### src/rtl/alu_arbiter.sv
// alu_arbiter: two-port round-robin arbiter sharing one alu, one transaction in flight.
// Ports: i_clk/i_rst (async, active-high); req0/req1 valid/ready with op1, op2, control;
// response valid/ready with id, result, zero flag and illegal-op flag.

module alu #(
    parameter int WIDTH  = 32,
    parameter int CTRL_W = 4
) (
    input  logic [CTRL_W-1:0] control,
    input  logic [WIDTH-1:0]  op1,
    input  logic [WIDTH-1:0]  op2,
    output logic [WIDTH-1:0]  result,
    output logic              zf
);
    localparam logic [CTRL_W-1:0] C_AND  = CTRL_W'(4'b0000);
    localparam logic [CTRL_W-1:0] C_OR   = CTRL_W'(4'b0001);
    localparam logic [CTRL_W-1:0] C_ADD  = CTRL_W'(4'b0010);
    localparam logic [CTRL_W-1:0] C_SUB  = CTRL_W'(4'b0110);
    localparam logic [CTRL_W-1:0] C_SOLT = CTRL_W'(4'b0111);
    localparam logic [CTRL_W-1:0] C_NOR  = CTRL_W'(4'b1100);

    always_comb begin
        result = '0;
        case (control)
            C_AND:   result = op1 & op2;
            C_OR:    result = op1 | op2;
            C_ADD:   result = op1 + op2;
            C_SUB:   result = op1 - op2;
            C_SOLT:  result = {{(WIDTH-1){1'b0}}, $signed(op1) < $signed(op2)};
            C_NOR:   result = ~(op1 | op2);
            default: result = '0;
        endcase
        zf = result == '0;
    end
endmodule

module alu_arbiter #(
    parameter int WIDTH  = 32,
    parameter int CTRL_W = 4
) (
    input  logic              i_clk,
    input  logic              i_rst,
    input  logic              i_req0_valid,
    output logic              o_req0_ready,
    input  logic [WIDTH-1:0]  i_req0_op1,
    input  logic [WIDTH-1:0]  i_req0_op2,
    input  logic [CTRL_W-1:0] i_req0_control,
    input  logic              i_req1_valid,
    output logic              o_req1_ready,
    input  logic [WIDTH-1:0]  i_req1_op1,
    input  logic [WIDTH-1:0]  i_req1_op2,
    input  logic [CTRL_W-1:0] i_req1_control,
    output logic              o_rsp_valid,
    input  logic              i_rsp_ready,
    output logic              o_rsp_id,
    output logic [WIDTH-1:0]  o_rsp_result,
    output logic              o_rsp_zf,
    output logic              o_rsp_illegal
);
    typedef enum logic [1:0] {IDLE, EXEC, RESP} state_t;

    state_t            state, state_nx;
    logic              last_grant, gnt, accept, legal, alu_zf;
    logic [WIDTH-1:0]  op1_q, op2_q, alu_res;
    logic [CTRL_W-1:0] ctrl_q;

    alu #(.WIDTH(WIDTH), .CTRL_W(CTRL_W)) u_alu (
        .control(ctrl_q),
        .op1    (op1_q),
        .op2    (op2_q),
        .result (alu_res),
        .zf     (alu_zf)
    );

    assign legal = ctrl_q inside {CTRL_W'(4'b0000), CTRL_W'(4'b0001), CTRL_W'(4'b0010),
                                  CTRL_W'(4'b0110), CTRL_W'(4'b0111), CTRL_W'(4'b1100)};

    // ready is masked by reset so that every output reads 0 while reset is held
    always_comb begin
        gnt          = (i_req0_valid && i_req1_valid) ? ~last_grant : i_req1_valid;
        accept       = state == IDLE && (i_req0_valid || i_req1_valid) && !i_rst;
        o_req0_ready = accept && !gnt;
        o_req1_ready = accept && gnt;
        o_rsp_valid  = state == RESP;
        state_nx     = state;
        case (state)
            IDLE:    state_nx = accept ? EXEC : IDLE;
            EXEC:    state_nx = RESP;
            RESP:    state_nx = i_rsp_ready ? IDLE : RESP;
            default: state_nx = IDLE;
        endcase
    end

    always_ff @(posedge i_clk or posedge i_rst) begin
        if (i_rst) begin
            state <= IDLE;
        end else begin
            state <= state_nx;
        end
    end

    always_ff @(posedge i_clk or posedge i_rst) begin
        if (i_rst) begin
            last_grant    <= 1'b1;
            op1_q         <= '0;
            op2_q         <= '0;
            ctrl_q        <= '0;
            o_rsp_id      <= 1'b0;
            o_rsp_result  <= '0;
            o_rsp_zf      <= 1'b0;
            o_rsp_illegal <= 1'b0;
        end else begin
            if (accept) begin
                last_grant <= gnt;
                o_rsp_id   <= gnt;
                op1_q      <= gnt ? i_req1_op1 : i_req0_op1;
                op2_q      <= gnt ? i_req1_op2 : i_req0_op2;
                ctrl_q     <= gnt ? i_req1_control : i_req0_control;
            end
            // illegal codes still go through the alu but report a forced zero result
            if (state == EXEC) begin
                o_rsp_result  <= legal ? alu_res : '0;
                o_rsp_zf      <= legal ? alu_zf : 1'b1;
                o_rsp_illegal <= !legal;
            end
        end
    end
endmodule

### config.mk
export PLATFORM = sky130hd
export DESIGN_NAME = alu_arbiter
export DESIGN_NICKNAME = d
export VERILOG_FILES = /design/src/rtl/alu_arbiter.sv
export SDC_FILE = /design/constraint.sdc
export NUM_CORES = 1
export LEC_CHECK = 0
export ABC_AREA = 1
export CORE_MARGIN = 10
export CORE_UTILIZATION = 55
export DETAILED_ROUTE_END_ITERATION = 10
export MAX_ROUTING_LAYER = met4
export PLACE_DENSITY = 0.82
export SETUP_SLACK_MARGIN = 0.1
export SLEW_MARGIN = 25
export SYNTH_ARGS = -nofsm -noshare
export SYNTH_HDL_FRONTEND = slang
export SYNTH_SLANG_ARGS = --single-unit
### constraint.sdc
create_clock -name i_clk -period 10.2 [get_ports i_clk]
set_input_delay 2.04 -clock i_clk [delete_from_list [all_inputs] [get_ports i_clk]]
set_output_delay 2.04 -clock i_clk [all_outputs]
set_load 0.01 [all_outputs]
==> summary.txt, run 1 <==
Critical path
  – R2R depth: 17
  – Critical setup path kind: in -> out
  – Critical Path RT: 8.16 ns
  – CP max stage delay: 0.68 ns
  – CP dominant cell by count: clkdlybuf4s50_1
  – CP endpoint kind: output pin
  – RR Startpoint: op1_q[10]$_DFFE_PP0P_
  – Startpoint types: input pin
  – Worst path slowest cell: clkdlybuf4s50_1
  – Critical Path AT: 4.41 ns
  – Worst r2r dst: o_rsp_zf$_DFFE_PP0N_
  – R2R setup slack: 7.00 ns
  – Crit-path cells: clkdlybuf4s50_1 > nor4_4 > inv_1 > nor2_4 > buf_4 > clkdlybuf4s50_1
  – Critical Path Fanout Max: 70

Die
  – Chip Width: 162 um
  – Initial Util: 56.3%
  – Core ar.: 0.0196 mm2
  – Die area: 0.0261 mm2
  – Num ports: 179
  – Die Ht: 162 um
  – Core Rows: 51

Placed design
  – GP Congestion: 1.02
  – Port Buffers: 178
  – DP Area: 0.0129 mm2
  – DP HPWL: 32.4 mm
  – Dpl cells: 2,170
  – Post-place setup slack: 3.55 ns

Clocking
  – Setup bufs post-CTS: 0
  – H-tree Lvls: 3
  – CTS sink cnt: 106
  – CTS Hold Bufs: 0
  – Clock Pin Slew Worst Setup and Hold Paths: 0.07 ns
  – Post-cts resize count: 0
  – CTS max path bufs: 2
  – Num CTS Buffers: 9
  – Clock Latency Late Sink: 0.38 ns
  – Clock Tree Root: clkbuf_16
  – TritonCTS clock tree: done

Drt
  – Drt pass-1 iters: 6
  – Post-route ant nets: 0
  – Initial drt markers: 1,299
  – DR vias: 12,304
  – Metal2 WL: 17.1 mm
  – Post-DR vias/cell: 5.62
  – Avg WL per Cell: 18.3 um
  – Met3 WL: 4.54 mm
  – DRC: 0
  – Top sig layer: met4
  – Post-route met1 wirelength: 17.2 mm
  – WL final: 40.0 mm

Cells and area
  – Synthesis-to-finish area growth: 19.7%
  – Final core occ: 67.4%
  – Share of cells above drive strength 1: 4.11%
  – Design area: 0.0132 mm2
  – Final cell count without fillers: 2,188
  – Fill cells: 1,760
  – Most common cell after layout, fill and taps aside: nand2_1
  – Most frequent cells in the layout: 624 x nand2_1, 281 x inv_1, 178 x clkdlybuf4s50_1
  – Final #Nets: 2,167

Logic synthesis
  – Syn avg cell area: 6.19 um2
  – Mapped Area: 0.0110 mm2
  – Syn nets: 2,034
  – Post-synth top area share: 23.8%
  – Ys flop type: dfrtp_1
  – Yosys reg bits: 106
  – Area leader, netlist: dfrtp_1
  – Cells after synthesis: 1,783
  – EDFF count, synth: 0
  – Post-synth ARST share: 100%
  – Synth cell types: 41
  – Sequential area share after synthesis: 24.0%
  – Dominant cells by area after synthesis: dfrtp_1 24%, nand2_1 21%, ha_1 12%
  – Synth Warn #: 0

Worst hold path
  – Worst Hold Depth: 2
  – Worst Hold End: o_rsp_result[11]$_DFFE_PP0N_
  – Hold path startpoint: o_rsp_result[11]$_DFFE_PP0N_
  – Hold/Removal Path Class: reg -> reg

STA
  – Max Slew Vio Count: 0
  – Fin crit share: 63.2%
  – Max Freq: 155 MHz
  – Final Hold Vio Count: 0
  – RSZ-0062 raised after global routing: false
  – Least-Margin Pin Slew: 0.983 ns
  – Clock Skew: 0.0199 ns
  – Slew HR: 34.3%
  – Setup WS post-layout: 3.75 ns
  – Sum of negative setup slack: 0 ns
  – Tmin final: 6.45 ns
  – Final setup fails: 0

Global route
  – GRT Util Overall: 30.9%
  – Initial antenna violation count: 2
  – Global-route wire length before repair: 62.6 mm
  – Vias in the first global route: 11,923
  – Largest net degree at the start of global routing: 71
  – GRT overflow: 0

Power and ir drop
  – Sw Pwr: 2.66 mW
  – Leakage: 6.75 nW
  – Pwr dens: 342 mW/mm2
  – Pint: 1.86 mW
  – Comb pwr share: 75.0%
  – Peak supply drop: 0.000194 V
  – Seq pwr share: 16.0%
  – Clock power frac: 9.0%
  – Sw Ratio: 58.9%

Job
  – Maximum Capacitance Violations: 0

Run status
  – Outcome: completed
## worst max-delay path by stage
stage	end	startpoint	slack, ns	cells past startpoint
3_3_place_gp	o_req0_ready	i_rst	3.66	5
4_1_cts	o_req0_ready	i_rst	3.55	5
3_5_place_dp	o_req0_ready	i_rst	3.55	5
6_report	o_req1_ready	i_rst	3.75	6
2_1_floorplan	o_req1_ready	i_rst	5.04	4
5_1_grt	o_req1_ready	i_rst	3.63	6
## per-stage QoR
| step | total power, mW | hold WS [ns] |
|---|---|---|
| floorplan | 3.03 | 0.448 |
| global placement | 3.91 | 0.460 |
| detailed placement | 3.98 | 0.464 |
| CTS | 4.40 | 0.483 |
| global route | 4.90 | 0.500 |
| finish | 4.51 | 0.480 |
## synthesized netlist by cell type, types with 20 or more instances
cell type,n
a21oi_1,53
a221oi_1,26
buf_2,21
clkbuf_1,20
dfrtp_1,105
ha_1,108
inv_1,282
nand2_1,624
nand3_1,119
nor2_1,179
o211ai_1,69
o21ai_0,46
## critical path: cells and delay by family
family	cells	cell delay [ns]
buffers and inverters	4	1.92
and+or+nand+nor	2	0.44
## per-layer routing
| layer | vias to the layer above | track usage (%) |
|---|---|---|
| li1 | 5880 | - |
| met1 | 5701 | 40.4 |
| met2 | 640 | 45.3 |
| met3 | 83 | 8.49 |
| met4 | 0 | 10.2 |
| met5 | - | - |
## power groups by stage
stage / combinational [mW] / clock (mW) / sequential, mW
finish: 3.39 / 0.407 / 0.721
global route: 3.74 / 0.424 / 0.743
CTS: 3.28 / 0.404 / 0.718
detailed placement: 3.26 / 0 / 0.725
global placement: 3.20 / 0 / 0.711
floorplan: 2.32 / 0 / 0.712
## layout make-up
class	count	area, um2	share of cell area, %
multi-input combinational	1326	6970	52.8
sequential	106	2650	20.1
timing repair buffer	184	1830	13.8
inverter	289	1090	8.24
tap	265	332	2.51
clock buffer	9	225	1.71
clock inverter	7	106	0.805
antenna	2	5.00	0.0379
## registers in the layout, indices dropped and copies added, names as in the netlist
| register | flops |
|---|---|
| o_rsp_result | 32 |
| state | 2 |
| last_grant | 1 |
| ctrl_q | 4 |
| o_rsp_id | 1 |
| op2_q | 32 |
| o_rsp_zf | 1 |
| o_rsp_illegal | 1 |
| op1_q | 32 |
## kinds of logic (layout without fill, tap and decap cells)
logic type | count (synthesis) | after routing | share of synthesized area, %
AO/OA/AOI/OAI | 216 | 216 | 12.8
XOR/XNOR | 1 | 1 | 0.0794
adder cells (fa/ha/maj) | 110 | 110 | 12.6
buffers and inverters | 351 | 489 | 13.0
flip-flops | 106 | 106 | 24.0
other | 0 | 2 | 0
AND/OR/NAND/NOR | 999 | 999 | 37.4
Power figures use the tool's default switching activity.
==> run 2: changes to the inputs <==
--- a/config.mk
+++ b/config.mk
@@ -7,10 +7,10 @@
 export LEC_CHECK = 0
 export ABC_AREA = 1
 export CORE_MARGIN = 10
-export CORE_UTILIZATION = 55
+export CORE_UTILIZATION = 50
 export DETAILED_ROUTE_END_ITERATION = 10
 export MAX_ROUTING_LAYER = met4
-export PLACE_DENSITY = 0.82
+export PLACE_DENSITY = 0.78
 export SETUP_SLACK_MARGIN = 0.1
 export SLEW_MARGIN = 25
 export SYNTH_ARGS = -nofsm -noshare
==> constraint.sdc (replaced) <==
create_clock -name i_clk -period 5.8 [get_ports i_clk]
set_input_delay 1.16 -clock i_clk [delete_from_list [all_inputs] [get_ports i_clk]]
set_output_delay 1.16 -clock i_clk [all_outputs]
set_load 0.01 [all_outputs]
==> summary.txt, run 2 (synthesized netlist as in run 1, its figures left out) <==
Drt
  – Initial drt markers: 1,261 (-2.9%)
  – Drt pass-1 iters: 7 (+1)
  – Post-DR vias/cell: 5.42 (-3.6%)
  – DRC: 0 (unchanged)
  – WL final: 40.0 mm (+0.24%)
  – DR vias: 11,943 (-2.9%)
  – Avg WL per Cell: 18.2 um (-0.45%)
  – Post-route ant nets: 0 (unchanged)

Global route
  – GRT Util Overall: 28.3% (-2.6 points)
  – GRT overflow: 0 (unchanged)
  – Vias in the first global route: 11,511 (-3.5%)
  – Initial antenna violation count: 0 (-2)
  – Largest net degree at the start of global routing: 70 (-1.4%)
  – Global-route wire length before repair: 62.6 mm (about the same)

Cells and area
  – Top Registers: o_rsp_result x32, op1_q x32, op2_q x32
  – Share of cells above drive strength 1: 4.16% (+0.048 points)
  – Most frequent cells in the layout: 624 x nand2_1, 281 x inv_1, 178 x clkdlybuf4s50_1
  – ANT cells: 0 (-2)
  – Most common cell after layout, fill and taps aside: nand2_1
  – Synthesis-to-finish area growth: 19.7% (about the same)
  – Final #Nets: 2,169 (+0.092%)

Run status
  – Outcome: completed

Die
  – Initial Util: 50.7% (-5.6 points)
  – Core ar.: 0.0218 mm2 (+11%)
  – Die Ht: 169 um (+4.3%)
  – Num ports: 179 (unchanged)
  – Core Rows: 54 (+5.9%)
  – Chip Width: 169 um (+4.3%)
  – Die area: 0.0284 mm2 (+8.7%)

Critical path
  – CP max stage delay: 0.54 ns (-0.14 ns)
  – Critical Path AT: 3.21 ns (-1.20 ns)
  – CP dominant cell by count: clkdlybuf4s50_1
  – RR Startpoint: op2_q[10]$_DFFE_PP0P_
  – Critical Path Fanout Max: 31 (-56%)
  – Critical Path RT: 4.64 ns (-3.52 ns)
  – Worst path slowest cell: clkdlybuf4s50_1
  – R2R setup slack: 2.57 ns (-4.43 ns)
  – Startpoint types: input pin
  – Critical setup path kind: in -> out
  – CP delay by family, top: buffers and inverters
  – Buf+Inv Stages, Crit Path: 4 (unchanged)
  – CP endpoint kind: output pin
  – Worst r2r dst: o_rsp_zf$_DFFE_PP0N_
  – R2R depth: 16 (-1)
  – Crit-path cells: clkdlybuf4s50_1 > nor4_4 > buf_4 > inv_1 > nor2_4 > clkdlybuf4s50_1

Clocking
  – H-tree Lvls: 3 (unchanged)
  – Clock Latency Late Sink: 0.37 ns (about the same)
  – TritonCTS clock tree: done
  – Clock Pin Slew Worst Setup and Hold Paths: 0.08 ns (about the same)
  – CTS max path bufs: 2 (unchanged)
  – CTS sink cnt: 106 (unchanged)
  – Post-cts resize count: 0 (unchanged)
  – Clock Tree Root: clkbuf_16
  – Setup bufs post-CTS: 0 (unchanged)
  – CTS Hold Bufs: 0 (unchanged)
  – Num CTS Buffers: 9 (unchanged)

STA
  – Slew HR: 29.1% (-5.2 points)
  – Sum of negative setup slack: 0 ns (unchanged)
  – Hold_ws: 0.480 ns (-0.000297 ns)
  – RSZ-0062 raised after global routing: false
  – Clock Skew: 0.0154 ns (-0.00446 ns)
  – Fin crit share: 75.3%
  – Max Freq: 229 MHz
  – Max Slew Vio Count: 0 (unchanged)
  – Least-Margin Pin Slew: 1.06 ns (+0.0776 ns)
  – Tmin final: 4.37 ns
  – Final setup fails: 0 (unchanged)
  – Final Hold Vio Count: 0 (unchanged)

Power and ir drop
  – Peak supply drop: 0.000274 V (+41%)
  – Leakage: 6.75 nW (about the same)
  – Pwr dens: 597 mW/mm2 (+75%)
  – Total power draw: 7.88 mW (+75%)

Worst hold path
  – Worst Hold End: o_rsp_zf$_DFFE_PP0N_
  – Hold/Removal Path Class: reg -> reg
  – Hold path startpoint: o_rsp_zf$_DFFE_PP0N_
  – Worst Hold Depth: 2 (unchanged)

Placed design
  – Port Buffers: 178 (unchanged)
  – DP HPWL: 33.0 mm (+1.8%)
  – GP Congestion: 1.01 (-1.3%)

Job
  – Maximum Capacitance Violations: 0 (unchanged)
-- run 2: changes by cell type in the layout (fill, tap and decap cells not counted) --
| cell | previous run | this run |
|---|---|---|
| buf_4 | 6 | 8 |
| bufinv_16 | 2 | 1 |
| diode_2 | 2 | 0 |
| inv_2 | 4 | 5 |
| inv_6 | 3 | 2 |
| inv_8 | 1 | 2 |
| nor2_1 | 176 | 177 |
| nor2_2 | 19 | 18 |
-- run 2: power breakdown --
group	internal, mW	total (mW)	switching, mW
logic	1.85	5.95	4.10
registers	1.03	1.26	0.235
clock network	0.345	0.673	0.327
-- run 2: worst max-delay path by stage --
stage | slack, ns | start | endpoint | cells past startpoint
finish | 1.43 | i_rst | o_req1_ready | 6
floorplan | 1.85 | i_rst | ctrl_q[0]$_DFFE_PP0P_ | 1
detailed placement | 1.45 | i_rst | o_req1_ready | 6
CTS | 1.44 | i_rst | o_req1_ready | 6
global route | 1.30 | i_rst | o_req1_ready | 6
global placement | 1.52 | i_rst | o_req1_ready | 6
-- run 2: metal layers --
layer	GRT usage (%)	share of wire, %	routed length (um)
met3	4.05	8.6	3440
met4	5.68	1.6	646
met5	-	0	0
met1	39.8	46	18600
met2	42.5	43	17400
-- run 2: layout make-up --
type	instances	area, um2
clock inverters	7	83.8
fillers	2085	8550
repair buffers	186	1840
inverters	289	1090
flip-flops and latches	106	2650
well taps	280	350
multi-input cells	1326	6970
clock buffers	9	225
-- run 2: worst reg2reg max path, cell delays in order (launching register included) --
cell     delay [ns]
dfrtp_1        0.40
inv_1          0.10
ha_1           0.53
nand2_1        0.17
nor2_1         0.25
and3_1         0.19
nand2_1        0.07
nand2_1        0.16
nand2_1        0.07
nand2_1        0.09
nor2_1         0.04
o21ai_0        0.61
nor2_1         0.17
nand3_1        0.12
nor2_1         0.04
nand3_1        0.08
nand2_1        0.05
-- run 2: stage by stage --
| step | area, um2 | utilization [%] | std cells | setup slack [ns] |
|---|---|---|---|---|
| 2_1_floorplan | 11000 | - | 1783 | 1.85 |
| 3_3_place_gp | 12900 | 59.3 | 2187 | 1.52 |
| 3_5_place_dp | 12900 | 59.3 | 2187 | 1.45 |
| 4_1_cts | 13200 | 60.7 | 2203 | 1.44 |
| 5_1_grt | 13200 | 60.7 | 2203 | 1.30 |
| 6_report | 13200 | 60.7 | 2203 | 1.43 |
